[src/rtl/iitk_mini_mips_pkg.sv]
`default_nettype none
// +------------------------------------------------------------------+
// | Package     : iitk_mini_mips_pkg                                 |
// | Description : Shared constants and types for the EX/WB datapath. |
// | Revision    : 1.0                                                |
// +------------------------------------------------------------------+
package iitk_mini_mips_pkg;

    localparam int HILO_WE_HI = 1;
    localparam int HILO_WE_LO = 0;
    localparam int HILO_W     = 64;

    typedef logic [1:0] hilo_we_t;

endpackage : iitk_mini_mips_pkg
`default_nettype wire

[src/rtl/ex_wb_stage_hilo_reg.sv]
`default_nettype none
// +------------------------------------------------------------------+
// | Module      : hilo_reg                                           |
// | Description : Architectural HI/LO pair with per-half writes.     |
// | Revision    : 1.0                                                |
// +------------------------------------------------------------------+
module hilo_reg
    import iitk_mini_mips_pkg::*;
#(
    parameter int PAIR_W = HILO_W
) (
    input  logic              clk,
    input  logic              rst,
    input  hilo_we_t          i_we,
    input  logic [PAIR_W-1:0] i_hilo,
    output logic [PAIR_W-1:0] o_hilo
);

    localparam int c_half_w = PAIR_W / 2;

    logic [c_half_w-1:0] r_hi;
    logic [c_half_w-1:0] r_lo;

    always_ff @(posedge clk) begin
        if (rst) begin
            r_hi <= '0;
            r_lo <= '0;
        end else begin
            if (i_we[HILO_WE_HI]) r_hi <= i_hilo[PAIR_W-1 -: c_half_w];
            if (i_we[HILO_WE_LO]) r_lo <= i_hilo[c_half_w-1:0];
        end
    end

    assign o_hilo = {r_hi, r_lo};

endmodule : hilo_reg
`default_nettype wire

[src/rtl/ex_wb_stage.sv]
`default_nettype none
// +------------------------------------------------------------------+
// | Module      : ex_wb_stage                                        |
// | Description : Two-entry skid buffer toward writeback, HI/LO      |
// |               commit and newest-HI/LO forwarding to the ALU.     |
// | Revision    : 1.0                                                |
// +------------------------------------------------------------------+
module ex_wb_stage
    import iitk_mini_mips_pkg::*;
#(
    parameter int DATA_W  = 32,
    parameter int RADDR_W = 5
) (
    input  logic                clk,
    input  logic                rst,
    input  logic                flush,
    input  logic                in_valid,
    output logic                in_ready,
    input  logic [DATA_W-1:0]   in_result,
    input  logic [2*DATA_W-1:0] in_mul,
    input  logic [RADDR_W-1:0]  in_rd,
    input  logic                in_reg_we,
    input  hilo_we_t            in_hilo_we,
    output logic                out_valid,
    input  logic                out_ready,
    output logic [DATA_W-1:0]   out_result,
    output logic [RADDR_W-1:0]  out_rd,
    output logic                out_reg_we,
    output logic [2*DATA_W-1:0] hilo_fwd,
    output logic [2*DATA_W-1:0] hilo_arch
);

    localparam int c_hilo_w = 2 * DATA_W;

    logic                r_main_valid;
    logic [DATA_W-1:0]   r_main_result;
    logic [RADDR_W-1:0]  r_main_rd;
    logic                r_main_reg_we;
    logic [c_hilo_w-1:0] r_main_mul;
    hilo_we_t            r_main_hilo_we;

    logic                r_skid_valid;
    logic [DATA_W-1:0]   r_skid_result;
    logic [RADDR_W-1:0]  r_skid_rd;
    logic                r_skid_reg_we;
    logic [c_hilo_w-1:0] r_skid_mul;
    hilo_we_t            r_skid_hilo_we;

    logic     w_accept;
    logic     w_retire;
    logic     w_main_free;
    hilo_we_t w_commit_we;

    // A flushed accept is dropped, so it never counts as accepted.
    assign w_accept    = in_valid & ~r_skid_valid & ~flush;
    assign w_retire    = r_main_valid & out_ready;
    assign w_main_free = ~r_main_valid | w_retire;
    assign w_commit_we = {2{w_retire & ~flush}} & r_main_hilo_we;

    always_ff @(posedge clk) begin
        if (rst) begin
            r_main_valid <= 1'b0;
            r_skid_valid <= 1'b0;
        end else if (flush) begin
            r_main_valid <= 1'b0;
            r_skid_valid <= 1'b0;
        end else if (w_main_free) begin
            r_main_valid <= r_skid_valid | w_accept;
            r_skid_valid <= 1'b0;
        end else if (w_accept) begin
            r_skid_valid <= 1'b1;
        end
    end

    // Main loads from skid when skid holds data; an accept is impossible then.
    always_ff @(posedge clk) begin
        if (rst) begin
            r_main_result  <= '0;
            r_main_rd      <= '0;
            r_main_reg_we  <= 1'b0;
            r_main_mul     <= '0;
            r_main_hilo_we <= '0;
        end else if (!flush && w_main_free) begin
            if (r_skid_valid) begin
                r_main_result  <= r_skid_result;
                r_main_rd      <= r_skid_rd;
                r_main_reg_we  <= r_skid_reg_we;
                r_main_mul     <= r_skid_mul;
                r_main_hilo_we <= r_skid_hilo_we;
            end else if (w_accept) begin
                r_main_result  <= in_result;
                r_main_rd      <= in_rd;
                r_main_reg_we  <= in_reg_we;
                r_main_mul     <= in_mul;
                r_main_hilo_we <= in_hilo_we;
            end
        end
    end

    always_ff @(posedge clk) begin
        if (rst) begin
            r_skid_result  <= '0;
            r_skid_rd      <= '0;
            r_skid_reg_we  <= 1'b0;
            r_skid_mul     <= '0;
            r_skid_hilo_we <= '0;
        end else if (w_accept && !w_main_free) begin
            r_skid_result  <= in_result;
            r_skid_rd      <= in_rd;
            r_skid_reg_we  <= in_reg_we;
            r_skid_mul     <= in_mul;
            r_skid_hilo_we <= in_hilo_we;
        end
    end

    hilo_reg #(
        .PAIR_W (c_hilo_w)
    ) u_hilo_reg (
        .clk    (clk),
        .rst    (rst),
        .i_we   (w_commit_we),
        .i_hilo (r_main_mul),
        .o_hilo (hilo_arch)
    );

    // Newest writer of one half wins: input, then skid, then main, then arch.
    function automatic logic [DATA_W-1:0] fwd_pick(
        input logic              acc_we,
        input logic [DATA_W-1:0] acc_d,
        input logic              skid_we,
        input logic [DATA_W-1:0] skid_d,
        input logic              main_we,
        input logic [DATA_W-1:0] main_d,
        input logic [DATA_W-1:0] arch_d
    );
        logic [DATA_W-1:0] v;
        v = arch_d;
        if (acc_we)       v = acc_d;
        else if (skid_we) v = skid_d;
        else if (main_we) v = main_d;
        return v;
    endfunction

    assign hilo_fwd = {
        fwd_pick(w_accept & in_hilo_we[HILO_WE_HI], in_mul[c_hilo_w-1 -: DATA_W],
                 r_skid_valid & r_skid_hilo_we[HILO_WE_HI], r_skid_mul[c_hilo_w-1 -: DATA_W],
                 r_main_valid & r_main_hilo_we[HILO_WE_HI], r_main_mul[c_hilo_w-1 -: DATA_W],
                 hilo_arch[c_hilo_w-1 -: DATA_W]),
        fwd_pick(w_accept & in_hilo_we[HILO_WE_LO], in_mul[DATA_W-1:0],
                 r_skid_valid & r_skid_hilo_we[HILO_WE_LO], r_skid_mul[DATA_W-1:0],
                 r_main_valid & r_main_hilo_we[HILO_WE_LO], r_main_mul[DATA_W-1:0],
                 hilo_arch[DATA_W-1:0])
    };

    assign in_ready   = ~r_skid_valid;
    assign out_valid  = r_main_valid;
    assign out_result = r_main_result;
    assign out_rd     = r_main_rd;
    assign out_reg_we = r_main_reg_we;

endmodule : ex_wb_stage
`default_nettype wire

[config.mk]
export PLATFORM = sky130hd
export DESIGN_NAME = ex_wb_stage
export DESIGN_NICKNAME = d
export VERILOG_FILES = /design/src/rtl/iitk_mini_mips_pkg.sv /design/src/rtl/ex_wb_stage_hilo_reg.sv /design/src/rtl/ex_wb_stage.sv
export SDC_FILE = /design/constraint.sdc
export NUM_CORES = 1
export LEC_CHECK = 0
export ABC_AREA = 0
export BUFFER_PORTS_ARGS = -buffer_cell sky130_fd_sc_hd__buf_2
export CAP_MARGIN = 20
export CORE_ASPECT_RATIO = 0.9
export CORE_MARGIN = 2
export CORE_UTILIZATION = 40
export CTS_BUF_LIST = sky130_fd_sc_hd__clkbuf_4
export DETAILED_ROUTE_END_ITERATION = 8
export GPL_TIMING_DRIVEN = 0
export HOLD_SLACK_MARGIN = 0.15
export PLACE_DENSITY_LB_ADDON = 0.2
export SETUP_SLACK_MARGIN = 0.4
export SLEW_MARGIN = 15
export SYNTH_ARGS = -nofsm -noshare
export SYNTH_HDL_FRONTEND = slang
export SYNTH_SLANG_ARGS = --single-unit
[constraint.sdc]
create_clock -name clk -period 1.6 [get_ports clk]
set_input_delay 0.16 -clock clk [delete_from_list [all_inputs] [get_ports clk]]
set_output_delay 0.16 -clock clk [all_outputs]
set_load 0.05 [all_outputs]
==> results.py <==
metrics = {
    "pwr": {
        "peakVddDrop_uv": 560,
        "leakagePower_uw": 0.00800,
        "p_total_uw": 16300,
        "power.density_mw_per_mm2": 786,
    },
    "route": {
        "drt_pass1_iterations": 7,
        "drcViolationCount": 0,
        "ant_nets": 0,
        "wl_um": 49200,
        "drtIter0Drc": 641,
        "vias_per_cell": 5.40,
        "num_vias": 13100,
        "detail_route.wl_per_cell_um": 20.3,
    },
    "min_path": {
        "min_path_type": "in -> reg",
        "whs_path_depth": 4,
    },
    "logic_synthesis": {
        "syn-instance-count": 1448,
        "synth_warnings": 0,
        "netlist.area_leader.share_pct": 40.6,
        "syn_nets": 1557,
        "netlist_area_mm2": 0.0135,
        "synthArstFlopShare_pct": 0,
        "yosys-top-cells-count": "274 x dfxtp_1, 270 x mux2i_1, 232 x a21oi_1",
        "yosys.area.top_type": "dfxtp_1",
        "synthTopCellsByArea": "dfxtp_1 41%, mux2i_1 20%, nand2b_1 9.7%",
        "synth_most_common_cell": "dfxtp_1",
        "synth.avg_cell_area_um2": 9.32,
        "yosysUniqueCellTypes": 23,
        "ys_seq_area_share_pct": 40.6,
        "yosys_register_bits": 274,
        "synth_edf_count": 0,
        "synth_ff_type": "dfxtp_1",
    },
    "floorplanning": {
        "die_w_um": 198,
        "rows": 63,
        "start_util_pct": 40.8,
        "die_y_um": 178,
        "fp.dieArea_mm2": 0.0352,
        "top_level_ports": 277,
        "coreArea_mm2": 0.0331,
    },
    "global_routing": {
        "grt_pass1_wl_um": 73500,
        "track_usage_pct": 26.9,
        "antenna_found_initial": 5,
        "gr-total-overflow": 0,
        "grt_pass1_vias": 13300,
        "grt_max_degree": 11,
    },
    "clock_network": {
        "clk_latency_ns": 0.74,
        "clock_path_buffers": 3,
        "numCtsBuffers": 77,
        "htreeDepth": 3,
        "cts_tree": "yes",
        "clock-sinks": 274,
        "clk_pin_slew_worst_paths_ns": 0.06,
        "clockRootBuffer": "clkbuf_4",
    },
    "sta": {
        "maxSlewHeadroom_pct": 36.2,
        "fin_crit_sh_pct": 155,
        "maxSlewViolCount": 0,
        "setup_tns_ns": -137.71,
        "finalSetupViolations": 287,
        "final-hold-violation-count": 0,
        "finClkSkew_ns": 0.0518,
        "period_needed_ns": 2.48,
        "postLayoutSetupSlackWorst_ns": -0.876,
        "worst_pin_slew_ns": 0.958,
        "rsz0062_at_grt": "yes",
        "fmax_mhz": 404,
    },
    "placement": {
        "placed_area_mm2": 0.0167,
        "post-dp-hpwl_um": 31400,
        "dp_slack_ns": -0.921,
        "place.gp.congestion": 0.813,
        "io_buffer_count": 274,
    },
    "layout": {
        "final.fill_count": 2785,
        "drive_above_1_share_pct": 38.6,
        "multi_input_area_mm2": 0.00853,
        "final_cell_area_mm2": 0.0208,
        "regArea_mm2": 0.00549,
        "syn2layout_area_growth_pct": 53.9,
        "final_nets": 2077,
        "postLayoutCoreUtil_pct": 62.8,
    },
    "critical_path": {
        "slowest_delay_ns": 0.32,
        "crit_chain": "buf_6 > nand4bb_4 > buf_8 > and2_4 > clkbuf_16 > clkbuf_16 > a21oi_4 > buf_6",
        "crit_required_ns": 1.44,
        "critPathKind": "reg -> out",
        "cp_max_fo": 8,
        "start_kind": "flip-flop",
        "cp.arrival_ns": 2.32,
        "reg2reg_depth": 12,
        "critPathCaptureType": "output pin",
        "cpMaxStageDelayCell": "dfxtp_2",
    },
    "job": {
        "maxCapViolCount": 0,
    },
    "run_status": {
        "status": "finished with violations",
        "violations": "negative setup slack",
    },
}
## stage by stage
stage,hold WS (ns),std cells
CTS,0.141,2403
global placement,0.391,2144
global route,0.180,2429
finish,0.133,2431
floorplan,0.315,1448
detailed placement,0.391,2144
## cell usage in the layout (no fill, tap or decap), types with 3 or more instances in the layout
| cell | instances |
|---|---|
| dfxtp_1 | 272 |
| mux2i_1 | 256 |
| buf_2 | 217 |
| nand2b_1 | 208 |
| a21oi_1 | 136 |
| nand2_1 | 130 |
| clkbuf_4 | 109 |
| dlygate4sd3_1 | 107 |
| a211oi_2 | 101 |
| buf_6 | 77 |
| a21oi_4 | 64 |
| o22ai_1 | 54 |
| clkbuf_1 | 51 |
| buf_12 | 32 |
| a21oi_2 | 32 |
| buf_4 | 27 |
| buf_16 | 18 |
| clkbuf_16 | 15 |
| clkbuf_2 | 15 |
| mux2i_2 | 13 |
| buf_8 | 12 |
| o22ai_2 | 10 |
| clkbuf_8 | 9 |
| clkinv_1 | 9 |
| diode_2 | 5 |
| and2_4 | 3 |
| inv_2 | 3 |
## path summary, 6_finish.rpt
| kind | from | endpoint | slack [ns] |
|---|---|---|---|
| setup / recovery | r_skid_valid | hilo_fwd[48] | -0.88 |
| hold / removal | out_ready | u_hilo_reg.r_hi[31] | 0.13 |
| setup reg to reg | r_skid_valid | out_result[16] | -0.53 |
| hold reg to reg | r_main_mul[8] | u_hilo_reg.r_lo[8] | 0.47 |
## final cells by class
cell class / count / share of cell area, %
multi-input cells: 1027 / 41.1
flip-flops and latches: 274 / 26.4
repair buffers: 442 / 19.1
plain buffers: 145 / 6.75
clock buffers: 102 / 3.69
well taps: 422 / 2.54
clock inverters: 13 / 0.361
diodes: 5 / 0.0602
inverters: 1 / 0.0542
## layer usage
metal	vias to the layer above	GRT usage, %	part of all wire (%)
li1	6235	-	-
met1	6387	35.0	45
met2	406	44.1	47
met3	97	5.03	5.3
met4	0	10.7	2.8
met5	-	0	0
## worst max-delay path: cells and delay by family, from the launching register on
| family | cells | cell delay (ns) |
|---|---|---|
| AO/OA/AOI/OAI | 1 | 0.15 |
| AND/OR/NAND/NOR | 2 | 0.35 |
| buffers and inverters | 5 | 0.80 |
| flip-flops | 1 | 0.32 |
## repair_timing
item | 4_1_cts | 5_1_grt
pin swaps | 5 | 41
cloned | 13 | 13
buffers inserted | 24 | 11
hold buffers | 107 | 0
endpoints found under the hold margin | 214 | 0
endpoints found under the setup margin | 442 | 442
resized for setup | 202 | 127
## kinds of logic after synthesis
group | count (synthesis) | share of synthesized area [%]
DFF | 274 | 40.6
and+or+nand+nor | 355 | 14.2
AOI/OAI and AO/OA | 402 | 19.7
muxes | 270 | 20.0
buffers and inverters | 147 | 5.42
## sequential cells by signal, indices dropped and copies added (netlist names)
register         count
r_main_mul          64
r_skid_mul          64
out_result          32
r_skid_result       32
u_hilo_reg.r_hi     32
u_hilo_reg.r_lo     32
out_rd               5
r_skid_rd            5
r_main_hilo_we       2
r_skid_hilo_we       2
out_reg_we           1
out_valid            1
r_skid_reg_we        1
r_skid_valid         1
## where the power goes
part | total (uW) | switching, uW | internal, uW
combinational | 3030 | 1700 | 1330
clock | 6090 | 3030 | 3060
sequential | 7200 | 169 | 7030
Note: power is estimated with default switching activity, not from simulation.
